--- config.mk ---
export PLATFORM = sky130hd
export DESIGN_NAME = alarm_time_setter
export DESIGN_NICKNAME = d
export VERILOG_FILES = /design/src/rtl/alarm_time_setter.sv
export SDC_FILE = /design/constraint.sdc
export NUM_CORES = 1
export LEC_CHECK = 0
export ABC_AREA = 0
export BUFFER_PORTS_ARGS = -buffer_cell sky130_fd_sc_hd__buf_2
export CAP_MARGIN = 20
export CELL_PAD_IN_SITES_DETAIL_PLACEMENT = 0
export CELL_PAD_IN_SITES_GLOBAL_PLACEMENT = 2
export CORE_AREA = 2 2 87 173
export CTS_BUF_LIST = sky130_fd_sc_hd__clkbuf_4 sky130_fd_sc_hd__clkbuf_8
export CTS_CLUSTER_SIZE = 24
export DETAILED_ROUTE_END_ITERATION = 12
export DIE_AREA = 0 0 89 175
export PLACE_DENSITY = 0.7
export SYNTH_ARGS = -nofsm -noshare
export SYNTH_HDL_FRONTEND = slang
export SYNTH_SLANG_ARGS = --single-unit
--- constraint.sdc ---
create_clock -name clk -period 6 [get_ports clk]
set_input_delay 0.6 -clock clk [delete_from_list [all_inputs] [get_ports clk]]
set_output_delay 0.6 -clock clk [all_outputs]
set_load 0.01 [all_outputs]
--- src/rtl/alarm_time_setter.sv ---
// Alarm-time writer: edits a BCD HH:MM working copy with push buttons and
// commits it to the alarm register that the alarm checker reads.
//
// Inputs push_* and SPDT_set are debounced levels. Each is registered once;
// a press event is a 0->1 transition of that registered value.
module alarm_time_setter #(
    parameter int          REPEAT_DELAY  = 50_000_000,
    parameter int          REPEAT_PERIOD = 10_000_000,
    parameter logic [15:0] ALARM_INIT    = 16'h0700
) (
    input  logic        clk,
    input  logic        resetn,      // active-high despite the name
    input  logic        SPDT_set,
    input  logic        push_l,
    input  logic        push_r,
    input  logic        push_u,
    input  logic        push_d,
    input  logic        push_c,
    output logic [15:0] alarm,
    output logic [15:0] disp_time,
    output logic        field_sel,
    output logic        editing,
    output logic        set_done
);

    localparam int RPT_MAX = (REPEAT_DELAY > REPEAT_PERIOD) ? REPEAT_DELAY : REPEAT_PERIOD;
    localparam int CW      = $clog2(RPT_MAX + 1);
    localparam logic [CW-1:0] DELAY_C  = CW'(REPEAT_DELAY);
    localparam logic [CW-1:0] PERIOD_C = CW'(REPEAT_PERIOD);
    localparam logic [CW-1:0] ONE_C    = CW'(1);

    // Button vector bit positions
    localparam int BL = 0;
    localparam int BR = 1;
    localparam int BU = 2;
    localparam int BD = 3;
    localparam int BC = 4;

    typedef enum logic [1:0] {
        S_IDLE   = 2'd0,
        S_EDIT   = 2'd1,
        S_COMMIT = 2'd2
    } state_t;

    state_t        state_q, state_d;
    logic [15:0]   alarm_q, alarm_d;
    logic [15:0]   work_q, work_d;
    logic          field_q, field_d;
    logic [CW-1:0] cnt_q, cnt_d;
    logic          rpt_q, rpt_d;      // 1 once the first REPEAT_DELAY has elapsed
    logic [4:0]    btn_q, btn_prev_q;
    logic          spdt_q, spdt_prev_q;

    logic [4:0]    ev;
    logic          spdt_rise;
    logic          one_held;
    logic          do_step;
    logic          step_up;

    // Step one BCD field by +/-1 with wrap at 0 and top (23 or 59).
    function automatic logic [7:0] bcd_step(input logic [7:0] v, input logic up,
                                            input logic [7:0] top);
        logic [7:0] r;
        if (up) begin
            if (v == top)               r = 8'h00;
            else if (v[3:0] == 4'd9)    r = {v[7:4] + 4'd1, 4'd0};
            else                        r = {v[7:4], v[3:0] + 4'd1};
        end else begin
            if (v == 8'h00)             r = top;
            else if (v[3:0] == 4'd0)    r = {v[7:4] - 4'd1, 4'd9};
            else                        r = {v[7:4], v[3:0] - 4'd1};
        end
        return r;
    endfunction

    assign ev        = btn_q & ~btn_prev_q;
    assign spdt_rise = spdt_q & ~spdt_prev_q;
    assign one_held  = btn_q[BU] ^ btn_q[BD];

    // Input registers and their edge history
    always_ff @(posedge clk or posedge resetn) begin
        if (resetn) begin
            btn_q       <= '0;
            btn_prev_q  <= '0;
            spdt_q      <= 1'b0;
            spdt_prev_q <= 1'b0;
        end else begin
            btn_q       <= {push_c, push_d, push_u, push_r, push_l};
            btn_prev_q  <= btn_q;
            spdt_q      <= SPDT_set;
            spdt_prev_q <= spdt_q;
        end
    end

    // FSM and datapath state register
    always_ff @(posedge clk or posedge resetn) begin
        if (resetn) begin
            state_q <= S_IDLE;
            alarm_q <= ALARM_INIT;
            work_q  <= ALARM_INIT;
            field_q <= 1'b0;
            cnt_q   <= '0;
            rpt_q   <= 1'b0;
        end else begin
            state_q <= state_d;
            alarm_q <= alarm_d;
            work_q  <= work_d;
            field_q <= field_d;
            cnt_q   <= cnt_d;
            rpt_q   <= rpt_d;
        end
    end

    // Next-state: mode transitions, field edits and auto-repeat timing.
    // cnt_q == 0 means no repeat is armed; a press edge arms it at 1.
    always_comb begin
        state_d = state_q;
        alarm_d = alarm_q;
        work_d  = work_q;
        field_d = field_q;
        cnt_d   = cnt_q;
        rpt_d   = rpt_q;
        do_step = 1'b0;
        step_up = 1'b0;

        case (state_q)
            S_IDLE: begin
                cnt_d = '0;
                rpt_d = 1'b0;
                if (spdt_rise) begin
                    state_d = S_EDIT;
                    work_d  = alarm_q;
                    field_d = 1'b0;
                end
            end
            S_EDIT: begin
                if (!spdt_q) begin
                    state_d = S_IDLE;
                    cnt_d   = '0;
                    rpt_d   = 1'b0;
                end else if (ev[BC]) begin
                    state_d = S_COMMIT;
                    cnt_d   = '0;
                    rpt_d   = 1'b0;
                end else if (ev[BU] ^ ev[BD]) begin
                    do_step = 1'b1;
                    step_up = ev[BU];
                    cnt_d   = one_held ? ONE_C : '0;
                    rpt_d   = 1'b0;
                end else if (ev[BL] ^ ev[BR]) begin
                    field_d = ev[BR];
                    cnt_d   = '0;
                    rpt_d   = 1'b0;
                end else if ((cnt_q != '0) && one_held) begin
                    if (cnt_q == (rpt_q ? PERIOD_C : DELAY_C)) begin
                        do_step = 1'b1;
                        step_up = btn_q[BU];
                        cnt_d   = ONE_C;
                        rpt_d   = 1'b1;
                    end else begin
                        cnt_d = cnt_q + ONE_C;
                    end
                end else begin
                    cnt_d = '0;
                    rpt_d = 1'b0;
                end
            end
            S_COMMIT: begin
                alarm_d = work_q;
                cnt_d   = '0;
                rpt_d   = 1'b0;
                state_d = spdt_q ? S_EDIT : S_IDLE;
            end
            default: begin
                state_d = S_IDLE;
                cnt_d   = '0;
                rpt_d   = 1'b0;
            end
        endcase

        if (do_step) begin
            if (field_q) work_d[7:0]  = bcd_step(work_q[7:0], step_up, 8'h59);
            else         work_d[15:8] = bcd_step(work_q[15:8], step_up, 8'h23);
        end
    end

    // COMMIT counts as part of an edit session, so editing stays high across it.
    assign alarm     = alarm_q;
    assign disp_time = (state_q == S_IDLE) ? alarm_q : work_q;
    assign field_sel = field_q;
    assign editing   = (state_q != S_IDLE);
    assign set_done  = (state_q == S_COMMIT);

endmodule
Yosys cells after proc, flatten, opt, wreduce, memory -nomap -nowiden
Index checks and enable logic that the tools add are counted.

Output and inout bits: 35. Logic and storage cells: 116. Bits in registers: 74. Bits of input ports: 8.

Bitwise logic cells: 7. Reductions and logical operators: 13. Multiplexer cells: 57. Equal/unequal tests: 18. Add/subtract/negate cells: 9.

Operator list (number): $mux 26 (8); $mux 8 (12); $mux 16 (4); $mux 1 (28); $add 26x1->26 const B (1); $eq 26x26->1 (1); $reduce_bool 26->1 (1); $add 4x1->4 const B (4); $logic_not 8->1 (2); $sub 4x1->4 const B (4); $ne 2x2->1 const B (5); $ne 5x2->1 const B (2); $ne 5x3->1 const B (2); $eq 4x4->1 const B (2); $eq 8x6->1 const B (1); $eq 8x7->1 const B (1); $logic_not 4->1 (2); $ne 7x7->1 const B (1); $mux 2 (3); $pmux 2 s3 (1); $reduce_and 2->1 (3); $reduce_and 6->1 (1); $and 5x5->5 (1); $not 5->5 (1); 10 further kinds (13).

Depth between registers and ports, before layout
Gate-level depths: netlist of run 1.

Word-level depth: 12. Gate-level depth with buffers: 11. Gate-level depth less buffers: 9.

Worst setup path before layout of run 1
No wires, ideal clock.

Path kind: reg2reg. From: register cnt_q[0]. To: register work_q[15]. Stages on the path, launching flop included: 11. Arrival: 2.204 ns. Clock period less this slack: 2.330 ns. Slack: 3.670 ns. Data required time: 5.874 ns. Library setup time: 0.126 ns. Path buffers: 1. Cells stage by stage: dfrtp_1 inv_1 ha_1 nor4b_1 nand3_1 a211o_4 o21ai_4 buf_6 nand3b_1 a22oi_1 a221o_1.

Word-level cells in the longest chain between the ends: 11. Elaborated cells on any way between the ends: 23. Those cells by class: 3 x eq/ne; 17 x mux; 3 x reduce/logical.

Ends and longest elaborated chain: from (decl) (RTL line 49) `logic [CW-1:0] cnt_q, cnt_d;`; from (signal assigned) (RTL line 109) `cnt_q <= cnt_d;`; $eq 26x26->1 or $reduce_bool 26->1 (tied branches) (RTL line 155, 154); $mux 1 or $logic_and 1x1->1 (tied branches) (RTL line 155, 154); $mux 1 (RTL line 154) `end else if ((cnt_q != '0) && one_held) begin`; $mux 1 (RTL line 150) `end else if (ev[BL] ^ ev[BR]) begin`; $mux 1 (RTL line 145) `end else if (ev[BU] ^ ev[BD]) begin`; $mux 1 (RTL line 141) `end else if (ev[BC]) begin`; $mux 1 (RTL line 137) `if (!spdt_q) begin`; $mux 1 (RTL line 126) `case (state_q)`; $mux 8 (RTL line 64) `if (up) begin`; $mux 8 (RTL line 182) `if (field_q) work_d[7:0] = bcd_step(work_q[7:0], step_up, 8'h59);`; $mux 16 (RTL line 181) `if (do_step) begin`; to (signal assigned) (RTL line 107) `work_q <= work_d;`; to (decl) (RTL line 47) `logic [15:0] work_q, work_d;`.

Parallel ways exist; a longest one is shown, timed or not. A chain may end at the register's enable or synchronous reset.

Worst setup path after layout of run 1
From: register cnt_q[0]. To: register work_q[2].

Word-level cells in the longest chain between the ends: 11. Elaborated cells on any way between the ends: 20. Those cells by class: 1 x eq/ne; 17 x mux; 2 x reduce/logical.

Ends and longest elaborated chain (RTL line): $eq 26x26->1 or $reduce_bool 26->1 (tied branches) (155, 154); $mux 1 or $logic_and 1x1->1 (tied branches) (155, 154); $mux 1 (154); $mux 1 (150); $mux 1 (145); $mux 1 (141); $mux 1 (137); $mux 1 (126); $mux 8 (64); $mux 8 (182); $mux 16 (*) (181); via work_d[2] (47).

Mark *: on every way through the listed nets, which the timed path passes. The rest lies on a longest branch.

==> results.txt, run 1 <==
- The flow ran to the end, and the final reports show no timing, DRC or antenna violations.
- In this run the power density over the cells is slightly below 300 nW/um^2.
- Overall die width: around 90 um
* Category of the worst setup path launch point: flop
- Flip-flop cell with the highest count after synthesis: sky130_fd_sc_hd__dfrtp_1
* Cell count after synthesis: about 480
- The number of nets handed over by synthesis was 500.
- Number of synthesized flops with an enable pin: 0
- After detailed routing, the number of vias per cell comes to 5.04.
- Share of synthesized area occupied by flip-flops and latches: 0.440
- Reported net switching power: approximately 510 uW
- Across the run, the number of max-cap violations was 0.
- The hold violation total from the final report came to 0.
- IR analysis of the VDD net gives a maximum drop of a little under 100 uV.
- Vias: ~3600
- R2r setup slk: between 3 and 4 ns
- CTS tree: done
* Launching point of the worst reg2reg path: cnt_q[0]$_DFF_PP0_
- The number of pins with negative max-slew slack in the final report came to 0.
* Number of inserted filler cells in the final layout: 1558
- Share of total power in combinational logic: 0.269
- Of the total power, the clock network draws 0.287.
* Number of buffers added on ports: 42
- Number of cells on the worst hold path: 1
- Number of buffers inserted by hold repair at cts: 0
- In this run the worst hold path is classified as input port to flop.
- I/O pin count: 43
- Fraction of final layout cells with drive strength greater than 1: 0.159
* Area of the core: between 10000 and 15000 um^2
- In the finished design, the share of the clock period the worst path needs comes to 0.493.
- Endpoint kind of the worst setup timing path: flop
- Summing internal, switching and leakage power gives around 1.4 mW.
- Of the total power, the share spent switching nets is 0.359.
- For this run, asynchronously set or reset flops after synthesis account for 1.00.
- Setup repair after global routing left no endpoint under its margin.
* Mapped cell area: about 4200 um^2
- CTS Buffer Depth: 2
* Global-route wire length before repair: 19500 um
* CTS clk-pin slew, worst paths: around 0.090 ns
- In this run the remaining antenna-violating nets after routing total 0.
- The congestion estimate from routability-driven global placement came to about 0.83.
- Number of global-route vias before repair: around 3600
- Routed length per placed instance: between 15 and 20 um
- For this configuration, the core starts out at a cell density of 0.296.
- Number of unique standard cell types used by synthesis: 58
* Vertical die dimension: between 150 and 200 um
- After layout, the minimum clock period comes to slightly below 3 ns.
- Dividing the synthesized area by the synthesized cell count gives 8.85 um^2.
- The floorplan step defined a die boundary enclosing around 16000 um^2.
- Summed over all layers, the routed wires come to 12100 um.
* Initial DRC count: 168
* Design area: around 4800 um^2
- After global routing the overflow that remains totals 0.
- Synthesis inferred 74 register bits.
* Number of antenna violations at the first check in global routing: 0
- The path with the worst hold slack has its endpoint at spdt_q$_DFF_PP0_.
- CTS Buf Count: 9
* Layout overhead on the synthesized area: 14.5%
* CTS resizes: 0
* GRT Overall Usage: 0.163
* Least-Margin Pin Slew: 0.995 ns
- The pre-antenna-repair detailed-routing pass consisted of 6 iterations.
- Entering global routing, the biggest net connects 75 pins.
- In this run the worst path has a maximum fanout of 23.
* Path depth of the worst reg2reg path: 8
* Cell leakage power: between 2 and 2.5 nW
- Post-CTS timing repair inserted 0 buffers for setup.
* YS warnings: 0
* Antenna cell count: 0
* CTS H-Tree Depth: 3
* Critical path data required time: 6.28 ns
* Worst hold slack across all endpoints: 0.337 ns
- Post-detail-place hpwl: roughly 9000 um
- After detailed placement, the total cell area comes to ~4600 um^2.
- Sequential share of power: 0.444
- Type of the setup path with the least slack: flop to flop
- The floorplan has 62 rows.
* Peak clock frequency supported by timing: approximately 340 MHz
- Between clock sinks in the finished design, the worst skew comes to just over 0.009 ns.
- Setup violations remaining at the end of the flow were counted as 0.
* Net total in the final layout: roughly 540
* Min-Delay Startpoint: SPDT_set
- In the routed design, unresolved DRC markers number 0.
- Root Buffer: sky130_fd_sc_hd__clkbuf_8
- FF-to-FF End: work_q[2]$_DFF_PP0_
- The tree built by TritonCTS fans out to 74 sinks.
- Final setup TNS: 0 ns
- Internal power: just over 900 uW
- At the later pin of the worst-skew pair, clock insertion delay measures 0.36 ns.
* Worst rel slew slack: 0.337
* Arrival @ worst endpoint: approximately 3.2 ns
## cells by family (layout without fill, tap and decap cells)
| group | after synthesis | count (layout) | share of synthesized area |
|---|---|---|---|
| xor gates and xnor gates | 33 | 33 | 0.0685 |
| and+or+nand+nor | 215 | 215 | 0.233 |
| adders and majority gates | 15 | 15 | 0.0445 |
| DFF | 74 | 74 | 0.440 |
| AOI/OAI and AO/OA | 91 | 91 | 0.143 |
| buffers and inverters | 39 | 83 | 0.0376 |
| muxes | 10 | 10 | 0.0332 |
## state kept, by name, summed over array words and instances, names as in the netlist, 2 cells and up
name and cells:
alarm 16, btn_prev_q 5, btn_q 5, cnt_q 26, state_q 2, work_q 16
## cell usage in the layout, fill, tap and decap left out, types with 2 or more instances in the layout
cell type	count
sky130_fd_sc_hd__clkinv_2	2
sky130_fd_sc_hd__inv_1	20
sky130_fd_sc_hd__mux2_2	6
sky130_fd_sc_hd__o211ai_1	3
sky130_fd_sc_hd__xor2_1	18
sky130_fd_sc_hd__mux4_1	2
sky130_fd_sc_hd__a21oi_1	15
sky130_fd_sc_hd__clkbuf_8	10
sky130_fd_sc_hd__nand2_1	81
sky130_fd_sc_hd__nand4_1	4
sky130_fd_sc_hd__a41oi_1	3
sky130_fd_sc_hd__ha_1	15
sky130_fd_sc_hd__buf_2	42
sky130_fd_sc_hd__dfstp_2	6
sky130_fd_sc_hd__a311oi_1	4
sky130_fd_sc_hd__o21ai_0	35
sky130_fd_sc_hd__mux2i_1	2
sky130_fd_sc_hd__and2_1	3
sky130_fd_sc_hd__nor2_1	51
sky130_fd_sc_hd__a211oi_1	7
sky130_fd_sc_hd__buf_4	4
sky130_fd_sc_hd__nor3_1	17
sky130_fd_sc_hd__nand2b_1	3
sky130_fd_sc_hd__xnor2_1	15
sky130_fd_sc_hd__and3_1	5
sky130_fd_sc_hd__nor2b_1	4
sky130_fd_sc_hd__nand3_1	25
sky130_fd_sc_hd__nor4_1	5
sky130_fd_sc_hd__nand3b_1	4
sky130_fd_sc_hd__or4_1	2
sky130_fd_sc_hd__o31ai_1	2
sky130_fd_sc_hd__dfrtp_1	68
sky130_fd_sc_hd__a31oi_1	6
sky130_fd_sc_hd__a221o_1	2
## layout make-up
type / instances / area, um^2 / share of cell area
inverters: 21 / 78.8 / 0.0163
multi-input cells: 364 / 2210 / 0.458
clock buffers: 10 / 138 / 0.0285
flip-flops and latches: 74 / 1860 / 0.385
clock inverters: 6 / 65.1 / 0.0135
well taps: 192 / 240 / 0.0497
repair buffers: 46 / 240 / 0.0497
## synthesized netlist by cell type, types with 5 or more instances
cell type	instances	share of area
sky130_fd_sc_hd__nand2_1	81	0.072
sky130_fd_sc_hd__dfrtp_1	68	0.40
sky130_fd_sc_hd__nor2_1	52	0.046
sky130_fd_sc_hd__o21ai_0	35	0.041
sky130_fd_sc_hd__nand3_1	25	0.030
sky130_fd_sc_hd__inv_1	21	0.019
sky130_fd_sc_hd__xor2_1	18	0.037
sky130_fd_sc_hd__nor3_1	17	0.020
sky130_fd_sc_hd__a21oi_1	15	0.018
sky130_fd_sc_hd__ha_1	15	0.044
sky130_fd_sc_hd__xnor2_1	15	0.031
sky130_fd_sc_hd__clkbuf_1	14	0.012
sky130_fd_sc_hd__a211oi_1	7	0.012
sky130_fd_sc_hd__a31oi_1	6	0.0089
sky130_fd_sc_hd__dfstp_2	6	0.037
sky130_fd_sc_hd__mux2_2	6	0.016
sky130_fd_sc_hd__and3_1	5	0.0074
sky130_fd_sc_hd__nor4_1	5	0.0074
## worst max-delay path, stage by stage (launching register included)
cell	delay, ns
sky130_fd_sc_hd__dfrtp_1	0.43
sky130_fd_sc_hd__inv_1	0.09
sky130_fd_sc_hd__ha_1	0.13
sky130_fd_sc_hd__nor4b_1	0.34
sky130_fd_sc_hd__nand3_1	0.19
sky130_fd_sc_hd__a211o_4	0.35
sky130_fd_sc_hd__o21ai_4	0.56
sky130_fd_sc_hd__mux4_1	0.63
sky130_fd_sc_hd__o21ai_0	0.16
## layer usage
| metal | global-route usage | share of wire | routed length (um) |
|---|---|---|---|
| met4 | 0.0709 | 0.033 | 401 |
| met2 | 0.304 | 0.58 | 6980 |
| met5 | 0 | 0 | 0 |
| met1 | 0.171 | 0.37 | 4410 |
| met3 | 0.0265 | 0.022 | 264 |
## worst max path at each step
stage	from	slack (ns)	endpoint
final	cnt_q[0]$_DFF_PP0_	3.04	work_q[2]$_DFF_PP0_
after global routing	cnt_q[0]$_DFF_PP0_	2.74	work_q[2]$_DFF_PP0_
after CTS	cnt_q[0]$_DFF_PP0_	3.06	work_q[10]$_DFF_PP1_
after detailed placement	cnt_q[0]$_DFF_PP0_	3.08	work_q[2]$_DFF_PP0_
after global placement	cnt_q[0]$_DFF_PP0_	3.18	work_q[10]$_DFF_PP1_
after floorplan	resetn	3.53	alarm[0]$_DFFE_PP0P_
## power by group through the flow
stage	clock [mW]	combinational [mW]	sequential, mW
final	0.411	0.385	0.636
after global routing	0.446	0.434	0.649
after CTS	0.426	0.391	0.637
after detailed placement	0	0.390	0.647
after global placement	0	0.385	0.644
after floorplan	0	0.271	0.623
## through the flow
step	std cells	worst slack [ns]	utilization
global route	713	2.74	0.339
floorplan	477	3.53	-
global placement	697	3.18	0.324
CTS	713	3.06	0.339
finish	713	3.04	0.339
detailed placement	697	3.08	0.324
Note: power is estimated with default switching activity, not from simulation.
==> inputs of run 2 (changes only) <==
--- a/config.mk
+++ b/config.mk
@@ -15,7 +15,7 @@
 export CTS_CLUSTER_SIZE = 24
 export DETAILED_ROUTE_END_ITERATION = 12
 export DIE_AREA = 0 0 89 175
-export PLACE_DENSITY = 0.7
+export PLACE_DENSITY = 0.72
 export SYNTH_ARGS = -nofsm -noshare
 export SYNTH_HDL_FRONTEND = slang
 export SYNTH_SLANG_ARGS = --single-unit
==> constraint.sdc (replaced) <==
create_clock -name clk -period 2.5 [get_ports clk]
set_input_delay 0.25 -clock clk [delete_from_list [all_inputs] [get_ports clk]]
set_output_delay 0.25 -clock clk [all_outputs]
set_load 0.01 [all_outputs]
==> results.txt, run 2 (synthesized netlist as in run 1, its figures left out) <==
* Most frequent cells in the layout: 81 x sky130_fd_sc_hd__nand2_1, 65 x sky130_fd_sc_hd__dfrtp_1, 51 x sky130_fd_sc_hd__nor2_1 (was 81 x sky130_fd_sc_hd__nand2_1, 68 x sky130_fd_sc_hd__dfrtp_1, 51 x sky130_fd_sc_hd__nor2_1)
* Maximum clock skew at final layout: 0.0115 ns (was 0.00920 ns)
* Die Area: 15600 um^2 (unchanged)
- The top fanout value on the critical path came to 15 (was 23).
- Least-Margin Pin Slew: 0.655 ns (was 0.995 ns)
- Via/cell ratio: 4.89 (was 5.04)
- Number of cells on the worst hold path: 0 (was 1)
- Root Buffer: sky130_fd_sc_hd__clkbuf_8 (unchanged)
- The overflow left after global routing is 0 (unchanged).
- Share of the cycle needed by the critical path after routing: 0.967 (was 0.493)
- Final setup TNS: 0 ns (unchanged)
- The die width came to 89 um (unchanged).
* Final cell count without fillers: 753 (was 713)
- The die span in y came to 175 um (unchanged).
* Initial DRC count: 175 (was 168)
- The standard-cell row count was 62 (unchanged).
- The final net count came to 579 (was 539).
* CTS tree: done (unchanged)
- The register bank with the most flops was cnt_q (unchanged).
- The worst path arrival time came to 2.70 ns (was 3.24 ns).
- The total of max-cap violations came to 0 (unchanged).
- The number of global-route vias before repair is 3886 (was 3649).
* Worst-skew pair later-pin latency: 0.35 ns (was 0.36 ns)
* CTS H-Tree Depth: 3 (unchanged)
- The cell type group with the largest total delay on the critical path was compound AO/OA/AOI/OAI gates (unchanged).
- The class of the most critical hold timing path was flop to flop (was input port to flop).
* Category of the worst setup path launch point: flop (unchanged)
- The number of setup violations in the final report came to 0 (unchanged).
- Type of the setup path with the least slack: flop to flop (unchanged)
- Critical-path cell with the highest stage delay: sky130_fd_sc_hd__mux4_1 (unchanged)
- The DRC violation count after routing is 0 (unchanged).
- CTS Buf Count: 9 (unchanged)
- CTS clk-pin slew, worst paths: 0.09 ns (about the same)
* Cell leakage power: 2.28 nW (was 2.06 nW)
- Number of antenna violations at the first check in global routing: 0 (unchanged)
* Number of clock sinks: 74 (unchanged)
* Fraction of final layout cells with drive strength greater than 1: 0.223 (was 0.159)
- Post-detail-place hpwl: 9300 um (was 8830 um)
* Delay contributed by the slowest stage of the critical path: 0.55 ns (was 0.63 ns)
- Routed length per placed instance: 16.2 um (was 16.9 um)
- I/O pin count: 43 (unchanged)
- Time the worst path needs with I/O delays and setup: 2.42 ns (was 2.96 ns)
* Buffers and inverters on the worst path: 1 (unchanged)
- The routability congestion estimate from global placement came to 0.821 (was 0.827).
* Number of cells after detailed placement: 729 (was 697)
* Number of inserted filler cells in the final layout: 1512 (was 1558)
- Vias: 3684 (was 3593)
- The pin count of the biggest net entering global routing was 50 (was 75).
- Post-route antenna net violation count: 0 (unchanged)
- Max-slew violation count: 0 (unchanged)
- Layout overhead on the synthesized area: 23.8% (was 14.5%)
* Peak clock frequency supported by timing: 414 MHz (was 338 MHz)
- The number of iterations in the first detailed-routing pass is 4 (was 6).
- The kind of end point of the critical path is a flop (unchanged).
- Series of cell instances along the critical path: a41oi_1, or3_4, a211o_4, o21ai_4, buf_12, mux4_1, a21oi_1 (was inv_1, ha_1, nor4b_1, nand3_1, a211o_4, o21ai_4, mux4_1, o21ai_0)
- Hold Fails Final Rpt: 0 (unchanged)
- GRT Overall Usage: 0.166 (was 0.163)
- The worst-case hold slack came to 0.386 ns (was 0.337 ns).
- The worst vdd rail ir drop came to 240 uV (was 98.9 uV).
* Outcome: finished, final reports clean (unchanged)
- The critical path depth was 7 (was 8).
- Area of the core: 14300 um^2 (unchanged)
- Path depth of the worst reg2reg path: 7 (was 8)
- The count of buffers from port buffering was 42 (unchanged).
- The initial core utilization was 0.296 (unchanged).
- CTS Buffer Depth: 2 (unchanged)
- Total length of routed wires: 12200 um (was 12100 um)
- The critical path data required time came to 2.79 ns (was 6.28 ns).
- RSZ-0062 raised after global routing: false (unchanged).
- Power Dens Cells: 666 nW/um^2 (was 296 nW/um^2)
* Overall Power: 3.48 mW (was 1.43 mW)
* Largest register FFs: 26 (unchanged)
* Antenna cell count: 0 (unchanged)
* Most common library cell in the layout ignoring fill and taps: sky130_fd_sc_hd__nand2_1 (unchanged)
* Global-route wire length before repair: 19700 um (was 19500 um)
- The relative max-transition margin came to 0.563 (was 0.337).
[run 2: changes by cell type in the layout (fill, tap and decap cells not counted), moves of 3 or more]
cell and delta:
sky130_fd_sc_hd__dlygate4sd3_1 +7, sky130_fd_sc_hd__dfrtp_2 +3, sky130_fd_sc_hd__dfrtp_1 -3, sky130_fd_sc_hd__buf_4 +31
[run 2: per-stage QoR]
step | setup WS [ns] | area [um^2] | util
finish | 0.0829 | 5230 | 0.366
global route | 0.00388 | 5230 | 0.366
CTS | 0.0271 | 5180 | 0.363
detailed placement | -0.0393 | 4890 | 0.343
global placement | 0.0113 | 4890 | 0.343
floorplan | 0.170 | 4220 | -
[run 2: layer usage]
| metal | share of wire | wire length (um) | GRT usage | vias up |
|---|---|---|---|---|
| met1 | 0.36 | 4400 | 0.167 | 1793 |
| met2 | 0.59 | 7220 | 0.317 | 60 |
| met3 | 0.021 | 253 | 0.0298 | 18 |
| met5 | 0 | 0 | 0 | - |
| li1 | - | - | - | 1813 |
| met4 | 0.025 | 308 | 0.0715 | 0 |
[run 2: repair_timing]
action | in CTS | in global routing
gates resized for setup | 2 | 10
endpoints found under the hold margin | 24 | 0
pin swaps | 0 | 1
hold buffers | 7 | 0
setup buffers | 0 | 1
endpoints found under the setup margin | 2 | 6
[run 2: layout make-up]
| class | count | area (um^2) | share of cell area |
|---|---|---|---|
| clock buffers | 9 | 124 | 0.0237 |
| clock inverters | 7 | 78.8 | 0.0151 |
| inverters | 21 | 78.8 | 0.0151 |
| multi-input cells | 364 | 2260 | 0.432 |
| flip-flops and latches | 74 | 1860 | 0.356 |
| well taps | 192 | 240 | 0.0460 |
| repair buffers | 86 | 583 | 0.112 |
[run 2: final timing paths]
path / start / to / slack, ns
min in group asynchronous: resetn / work_q[11]$_DFF_PP0_ / 0.53
worst max register to register: cnt_q[25]$_DFF_PP0_ / work_q[10]$_DFF_PP1_ / 0.08
max in group asynchronous: resetn / cnt_q[20]$_DFF_PP0_ / 1.24
worst min-delay path: btn_q[1]$_DFF_PP0_ / btn_prev_q[1]$_DFF_PP0_ / 0.39
worst min register to register: btn_q[1]$_DFF_PP0_ / btn_prev_q[1]$_DFF_PP0_ / 0.39
worst max-delay path: cnt_q[25]$_DFF_PP0_ / work_q[10]$_DFF_PP1_ / 0.08
[run 2: report_power, final]
part	internal [mW]	leakage [nW]	total (mW)	switching, mW
clock	0.468	0.0921	0.971	0.503
combinational	0.418	1.22	0.998	0.580
sequential	1.35	0.965	1.51	0.166
total	2.23	2.28	3.48	1.25
